**src/rtl/lsu_mem.sv**
```systemverilog
// Multi-cycle load/store unit placed after the execute stage.
// Non-memory instructions pass straight through to the register file.
// Loads and stores run over a request/response data-memory bus, using an
// IDLE -> REQ -> RSP -> DONE sequence. Misaligned accesses skip the bus and
// go straight to DONE.
//
// Ports:
//   ls_clk_i / ls_rst_i       clock, async active-high reset
//   ls_valid_i .. ls_rs2_i    instruction fields from execute
//   ls_reg_wen_o/waddr/wdata  register-file writeback
//   ls_stall_o                hold PC and upstream instruction
//   ls_done_o / misalign/fault one-cycle completion status pulses
//   mem_req_* / mem_rsp_*     data-memory request/response bus
module lsu_mem #(
  parameter int DW = 64,
  parameter int AW = 5
) (
  input  logic          ls_clk_i,
  input  logic          ls_rst_i,
  input  logic          ls_valid_i,
  input  logic          ls_reg_wen_i,
  input  logic [AW-1:0] ls_reg_waddr_i,
  input  logic [DW-1:0] ls_aluresult_i,
  input  logic          ls_mem_wen_i,
  input  logic          ls_mem_ren_i,
  input  logic [2:0]    ls_mem_mask_i,
  input  logic [DW-1:0] ls_rs2_i,
  output logic          ls_reg_wen_o,
  output logic [AW-1:0] ls_reg_waddr_o,
  output logic [DW-1:0] ls_reg_wdata_o,
  output logic          ls_stall_o,
  output logic          ls_done_o,
  output logic          ls_misalign_o,
  output logic          ls_fault_o,
  output logic          mem_req_valid_o,
  input  logic          mem_req_ready_i,
  output logic          mem_req_we_o,
  output logic [DW-1:0] mem_req_addr_o,
  output logic [DW-1:0] mem_req_wdata_o,
  output logic [7:0]    mem_req_wstrb_o,
  input  logic          mem_rsp_valid_i,
  input  logic [DW-1:0] mem_rsp_rdata_i,
  input  logic          mem_rsp_err_i
);

  typedef enum logic [1:0] {S_IDLE, S_REQ, S_RSP, S_DONE} state_t;

  state_t        state_q, state_d;
  logic [DW-1:0] addr_q, wdata_q, rdata_q;
  logic [2:0]    mask_q;
  logic [7:0]    wstrb_q;
  logic [AW-1:0] waddr_q;
  logic          we_q, rwen_q, mis_q, err_q;

  logic          memop;
  logic          accept;
  logic [2:0]    off_i;
  logic          mis_i;
  logic [7:0]    strb_base;
  logic [7:0]    strb_i;
  logic [DW-1:0] ld_shift;
  logic [DW-1:0] ld_data;
  logic          sx;

  assign memop  = ls_valid_i & (ls_mem_ren_i | ls_mem_wen_i);
  assign accept = (state_q == S_IDLE) & memop;
  assign off_i  = ls_aluresult_i[2:0];

  always_comb begin
    mis_i     = 1'b0;
    strb_base = 8'h01;
    case (ls_mem_mask_i[1:0])
      2'd0: begin mis_i = 1'b0;          strb_base = 8'h01; end
      2'd1: begin mis_i = off_i[0];      strb_base = 8'h03; end
      2'd2: begin mis_i = |off_i[1:0];   strb_base = 8'h0F; end
      default: begin mis_i = |off_i;     strb_base = 8'hFF; end
    endcase
  end

  assign strb_i = strb_base << off_i;

  always_ff @(posedge ls_clk_i or posedge ls_rst_i) begin
    if (ls_rst_i) begin
      state_q <= S_IDLE;
      addr_q  <= '0;
      wdata_q <= '0;
      rdata_q <= '0;
      mask_q  <= '0;
      wstrb_q <= '0;
      waddr_q <= '0;
      we_q    <= 1'b0;
      rwen_q  <= 1'b0;
      mis_q   <= 1'b0;
      err_q   <= 1'b0;
    end else begin
      state_q <= state_d;
      if (accept) begin
        addr_q  <= ls_aluresult_i;
        wdata_q <= ls_rs2_i << {off_i, 3'b000};
        wstrb_q <= ls_mem_wen_i ? strb_i : 8'h00;
        mask_q  <= ls_mem_mask_i;
        waddr_q <= ls_reg_waddr_i;
        we_q    <= ls_mem_wen_i;
        rwen_q  <= ls_reg_wen_i;
        mis_q   <= mis_i;
        err_q   <= 1'b0;
      end
      if ((state_q == S_RSP) && mem_rsp_valid_i) begin
        rdata_q <= mem_rsp_rdata_i;
        err_q   <= mem_rsp_err_i;
      end
    end
  end

  // Load extraction: shift the addressed lane down, then truncate and extend.
  assign ld_shift = rdata_q >> {addr_q[2:0], 3'b000};
  assign sx       = ~mask_q[2];

  always_comb begin
    ld_data = ld_shift;
    case (mask_q[1:0])
      2'd0:    ld_data = {{(DW-8){sx & ld_shift[7]}}, ld_shift[7:0]};
      2'd1:    ld_data = {{(DW-16){sx & ld_shift[15]}}, ld_shift[15:0]};
      2'd2:    ld_data = {{(DW-32){sx & ld_shift[31]}}, ld_shift[31:0]};
      default: ld_data = ld_shift;
    endcase
  end

  assign mem_req_valid_o = (state_q == S_REQ);
  assign mem_req_addr_o  = {addr_q[DW-1:3], 3'b000};
  assign mem_req_wdata_o = wdata_q;
  // Direction and strobes are only meaningful while a request is up.
  assign mem_req_we_o    = (state_q == S_REQ) & we_q;
  assign mem_req_wstrb_o = (state_q == S_REQ) ? wstrb_q : 8'h00;

  always_comb begin
    state_d        = state_q;
    ls_stall_o     = 1'b0;
    ls_done_o      = 1'b0;
    ls_misalign_o  = 1'b0;
    ls_fault_o     = 1'b0;
    ls_reg_wen_o   = 1'b0;
    ls_reg_waddr_o = ls_reg_waddr_i;
    ls_reg_wdata_o = ls_aluresult_i;
    case (state_q)
      S_IDLE: begin
        if (memop) begin
          ls_stall_o = 1'b1;
          state_d    = mis_i ? S_DONE : S_REQ;
        end else begin
          ls_reg_wen_o = ls_valid_i & ls_reg_wen_i;
        end
      end
      S_REQ: begin
        ls_stall_o = 1'b1;
        if (mem_req_ready_i) state_d = S_RSP;
      end
      S_RSP: begin
        ls_stall_o = 1'b1;
        if (mem_rsp_valid_i) state_d = S_DONE;
      end
      default: begin
        ls_done_o      = 1'b1;
        ls_misalign_o  = mis_q;
        ls_fault_o     = err_q;
        ls_reg_waddr_o = waddr_q;
        ls_reg_wdata_o = ld_data;
        ls_reg_wen_o   = rwen_q & ~we_q & ~err_q & ~mis_q;
        state_d        = S_IDLE;
      end
    endcase
  end

endmodule

```
**config.mk**
```make
export PLATFORM = sky130hd
export DESIGN_NAME = lsu_mem
export DESIGN_NICKNAME = d
export VERILOG_FILES = /design/src/rtl/lsu_mem.sv
export SDC_FILE = /design/constraint.sdc
export NUM_CORES = 1
export LEC_CHECK = 0
export BUFFER_PORTS_ARGS = -buffer_cell sky130_fd_sc_hd__buf_4
export CORE_MARGIN = 5
export CORE_UTILIZATION = 45
export CTS_CLUSTER_DIAMETER = 40
export CTS_CLUSTER_SIZE = 16
export DETAILED_ROUTE_END_ITERATION = 6
export PLACE_DENSITY = 0.75
export SYNTH_ARGS = -nofsm -noshare
export SYNTH_HDL_FRONTEND = slang
export SYNTH_SLANG_ARGS = --single-unit
```
**constraint.sdc**
```tcl
create_clock -name ls_clk_i -period 6 [get_ports ls_clk_i]
set_input_delay 0.6 -clock ls_clk_i [delete_from_list [all_inputs] [get_ports ls_clk_i]]
set_output_delay 0.6 -clock ls_clk_i [all_outputs]
set_load 0.05 [all_outputs]
```
Word-level counts from Yosys, hierarchy flattened:

Cells that the tools add are included.

* bits in registers: 214
* output and inout bits: 212
* bits of input ports: 209
* bits in writable memories: 0
* memories kept: 0
* latch bits: 0
* word-level logic and storage cells: 69
* bits in read-only memories: 0

* reductions and logical operators: 10
* add/sub/neg operators: 0
* magnitude comparators: 0
* multiplexer cells: 21
* shift-type cells: 3
* $mul: 0
* bitwise logic cells: 15
* div/mod/pow operators: 0
* equality and inequality tests: 9

Operators with widths (number)
* 64-bit case mux with 3 select lines: 1
* 64-bit two-way mux: 1
* 64-bit by 6-bit << shifter with 64-bit output: 1
* 64-bit by 6-bit right shift with 64-bit output: 1
* 8-bit case mux with 3 select lines: 1
* 8-bit two-way mux: 2
* 1-bit bitwise AND: 10
* 2-bit two-way mux: 4
* 8-bit by 3-bit << shifter with 8-bit output: 1
* 1-bit two-way mux: 7
* 2-bit by 1-bit equality test with 1-bit output, second input constant: 3
* 2-bit equality test, second input constant: 3
* 2-bit logical NOT: 3
* 2-bit case mux with 3 select lines: 1
* 3-bit OR reduction: 2
* 5-bit two-way mux: 1
* 2-bit inequality test, second input constant: 2
* 1-bit inverter: 4
* 1-bit case mux with 2 select lines: 2
* 2-bit OR reduction: 2
* 1-bit case mux with 3 select lines: 1
* 3-bit AND reduction: 1
* 2-bit by 1-bit inequality test with 1-bit output, second input constant: 1
* 2-bit nonzero test: 1
* 2 further kinds: 2

Longest topological paths before layout:

* depth in word-level cells: 5
* depth in mapped cells: 9
* mapped depth without buffers: 6

Least setup slack after synthesis:

Ideal clock, no wire load.

* kind: reg2out
* start: reg state_q[0]
* end: out ls_reg_wdata_o[7]
* path slack: 2.381 ns
* required time: 5.400 ns
* buffers on the path: 1
* data arrival time: 3.019 ns
* stages on the path, launching flop included: 5
* path through: dfrtp_1 -> ha_1 -> clkbuf_1 -> inv_1 -> o41ai_1

* cells in the longest elaborated chain, start to end: 3
* elaborated cells on any way between the ends: 5
* those cells by class: eq/ne (2); mux (1); reduce/logical (2)

RTL lines
* from (decl): line 48 `state_t state_q, state_d;`
* from (signal assigned): line 96 `state_q <= state_d;`
* 2-bit by 1-bit equality test with 1-bit output, or another cell as far along: line 145 `case (state_q)`
* 3-bit OR reduction (no line) *
* 64-bit two-way mux *: line 145
* to (decl): line 30 `output logic [DW-1:0] ls_reg_wdata_o,`

Every way passes the cells marked *; elsewhere a longest branch is shown, timed or not.

Final worst setup path:

* start: reg addr_q[1]
* end: out ls_reg_wdata_o[62]

* cells in the longest elaborated chain, start to end: 4
* elaborated cells on any way between the ends: 6
* those cells by class: shift (1); mux (2); bitwise (3)

RTL lines
* from (decl): line 49 `logic [DW-1:0] addr_q, wdata_q, rdata_q;`
* from (signal assigned): line 98 `addr_q <= ls_aluresult_i;`
* 64-bit by 6-bit right shift with 64-bit output *: line 116 `assign ld_shift = rdata_q >> {addr_q[2:0], 3'b000};`
* 1-bit bitwise AND, on equally long branches: line 124, 122, 123
* 64-bit case mux with 3 select lines *: line 121 `case (mask_q[1:0])`
* 64-bit two-way mux *: line 145

Marked as above.

==> results_dict.tcl <==
set metrics [dict create \
    clock-sinks 214 \
    grt_pass1_vias 11100 \
    gp_congestion 0.959 \
    netlist_area_um2 12900 \
    routed_wl_mm 44.2 \
    hold_path_depth 2 \
    start_util 0.453 \
    die_h_um 180 \
    ff2ff_path_depth 6 \
    mostFrequentLayoutCell "buf_4" \
    hpwlAfterDp_mm 33.7 \
    io_pins 421 \
    avgSynthCellArea_um2 10.9 \
    dp.cells 1844 \
    clk_pin_slew_ps 60 \
    required_ps 5400 \
    routed_via_density 5.61 \
    ctsHtreeMaxLevel 2 \
    antenna_found_initial 4 \
    maxCapViolCount 0 \
    synth_seq_area_share 0.414 \
    core_area_um2 28500 \
    slew_viol_final 0 \
    overflow 0 \
    io_buffers 417 \
    finalCriticalPeriod_ps 4800 \
    grt_setup_unrepaired "false" \
    yosys_warnings 0 \
    hold_class "in -> reg" \
    drt_iter0_markers 627 \
    fmax_mhz 208 \
    relSlewSlack 0.191 \
    startpoint "addr_q[1]" \
    intPower_mw 5.86 \
    yosysUniqueCellTypes 55 \
    powerDensity_nw_per_um2 679 \
    status "complete, no violations" \
    fin_cells 1916 \
    layout_worst_path_cycle_share 0.800 \
    max-vdd-ir-drop_mv 0.350 \
    cts_setup_buffers 0 \
    routedWlPerCell_um 23.1 \
    crit_type "reg -> out" \
    insertion_delay_ps 520 \
    area_delta_synth_final_pct 32.0 \
    syn_inst 1187 \
    ys.flop_type "dfrtp_1" \
    nets 1713 \
    combPwrFrac 0.559 \
    arrival_ps 4200 \
    power_mw 11.6 \
    grt_first_pass_wirelength_mm 67.5 \
    cts_root_buffer "clkbuf_16" \
    drt_pass1_iterations 6 \
    fillers 2415 \
    numCtsBuffers 37 \
    ys_top_cells_by_area "dfrtp_1 41%, mux2_2 14%, mux4_2 8.0%, mux2i_1 6.8%, buf_4 3.8%" \
    cts_tree "built" \
    die_w_um 180 \
    cts_resized 0 \
    skew_ps 16.1 \
    synth_edf_count 0 \
    setup-tns-final_ps 0 \
    start_kind "flop" \
    switching_power_mw 5.74 \
    vias 10700 \
    grt.total_usage 0.264 \
    seqPwrFrac 0.254 \
    ys_ff_latch 214 \
    synth_top_cell_by_area "dfrtp_1" \
    layout_common_cells "427 x buf_4, 211 x dfrtp_1, 159 x mux2_2, 113 x nand2_1, 88 x mux2i_1" \
    final_antenna_net_count 0 \
    critPathMaxFanout 45 \
    finalHoldViolations 0 \
    grt_max_degree 84 \
    drc 0 \
    reg2reg_from "state_q[0]" \
    rows 62 \
    switching_share 0.495 \
    dieArea_um2 32200 \
    end_kind "output pin" \
    cts_max_path_buffers 3 \
    p_leak_nw 7.90 \
    async_flop_share 1.00 \
    drive_above_1_share 0.496 \
    min_from "mem_rsp_rdata_i[22]" \
    setup_violations 0 \
    worstMarginPinSlew_ps 1210 \
    synth_top_area_frac 0.414 \
    pwr-share-clk 0.188 \
]
[repair_timing]
action / 4_1_cts / 5_1_grt
hold buffers: 1 / 0
endpoints found under the setup margin: 0 / 0
endpoints found under the hold margin: 2 / 0
[through the flow]
step                      area (µm²)  utilization  hold WS, ps  worst slack [ps]
after floorplan                13000            -          436              2380
after global placement         15800        0.552          454              1960
after detailed placement       15800        0.552          460              1850
after CTS                      17100        0.598          293              1290
after global routing           17100        0.598          291              1060
final                          17100        0.598          309              1200
[synthesized netlist by cell type, types with 7 or more instances]
cell type and instances:
a21oi_2 32, dfrtp_1 214, nand2_1 114, a22oi_1 25, mux2i_1 88, or2_2 12
clkbuf_1 53, nand2b_1 9, nand3_1 8, buf_1 12, buf_4 66, buf_2 20
o22a_1 8, o2bb2ai_1 7, mux2_2 159, o21ai_0 77, a21oi_1 26, nor2_1 81
mux4_2 46, and2_1 12, a22o_1 25, o221ai_1 7, o22ai_1 9, inv_1 19
[worst paths after layout]
kind	end	slack (ps)
setup / recovery	ls_reg_wdata_o[62]	1200
hold / removal	rdata_q[22]	310
setup reg to reg	addr_q[14]	3210
hold reg to reg	wstrb_q[3]	470
max in group asynchronous	mem_req_wdata_o[37]	4300
min in group asynchronous	rdata_q[22]	540
[sequential cells by signal, summed over array words and instances (netlist names)]
signal	flops
mis_q	1
rdata_q	64
wstrb_q	8
we_q	1
mem_req_wdata_o	64
addr_q	64
rwen_q	1
mask_q	3
waddr_q	5
err_q	1
state_q	2
[final cells by class]
cell class,count,area (µm²),area share
diodes,3,7.51,0.000439
clock buffers,40,990,0.0579
clock inverters,28,310,0.0182
inverters,19,75.1,0.00439
multi-input cells,800,6640,0.389
flip-flops and latches,214,5360,0.314
well taps,384,480,0.0281
repair buffers,428,3220,0.188
[power groups by stage]
| stage | registers [mW] | logic (mW) | clock network, mW |
|---|---|---|---|
| final | 2.94 | 6.47 | 2.18 |
| after CTS | 2.92 | 6.50 | 2.22 |
| after detailed placement | 2.94 | 6.49 | 0 |
| after floorplan | 3.13 | 4.56 | 0 |
| after global routing | 3.04 | 6.78 | 2.29 |
| after global placement | 2.90 | 6.41 | 0 |
[worst max-delay path, stage by stage (launching register included)]
cell     delay [ps]
dfrtp_2        1030
nor2b_1        1040
a22oi_1         250
and4_1          290
nor3_4          180
buf_4           480
a21oi_1         180
buf_4           220
[logic make-up (layout without fill, tap and decap cells)]
kind of cell	Yosys count	in the layout	synth area share
AO/OA/AOI/OAI	246	246	0.134
adder cells (fa/ha/maj)	4	4	0.00387
buffers and inverters	175	515	0.0747
flip-flops	214	214	0.414
multiplexers	294	294	0.288
other	1	6	0.000290
AND/OR/NAND/NOR	253	253	0.0860
[routing by layer]
metal / track usage / wire (µm)
met1: 0.314 / 16700
met2: 0.453 / 22000
met3: 0.0831 / 3850
met4: 0.0927 / 1550
met5: 0 / 16
(Power assumes the default switching activity.)
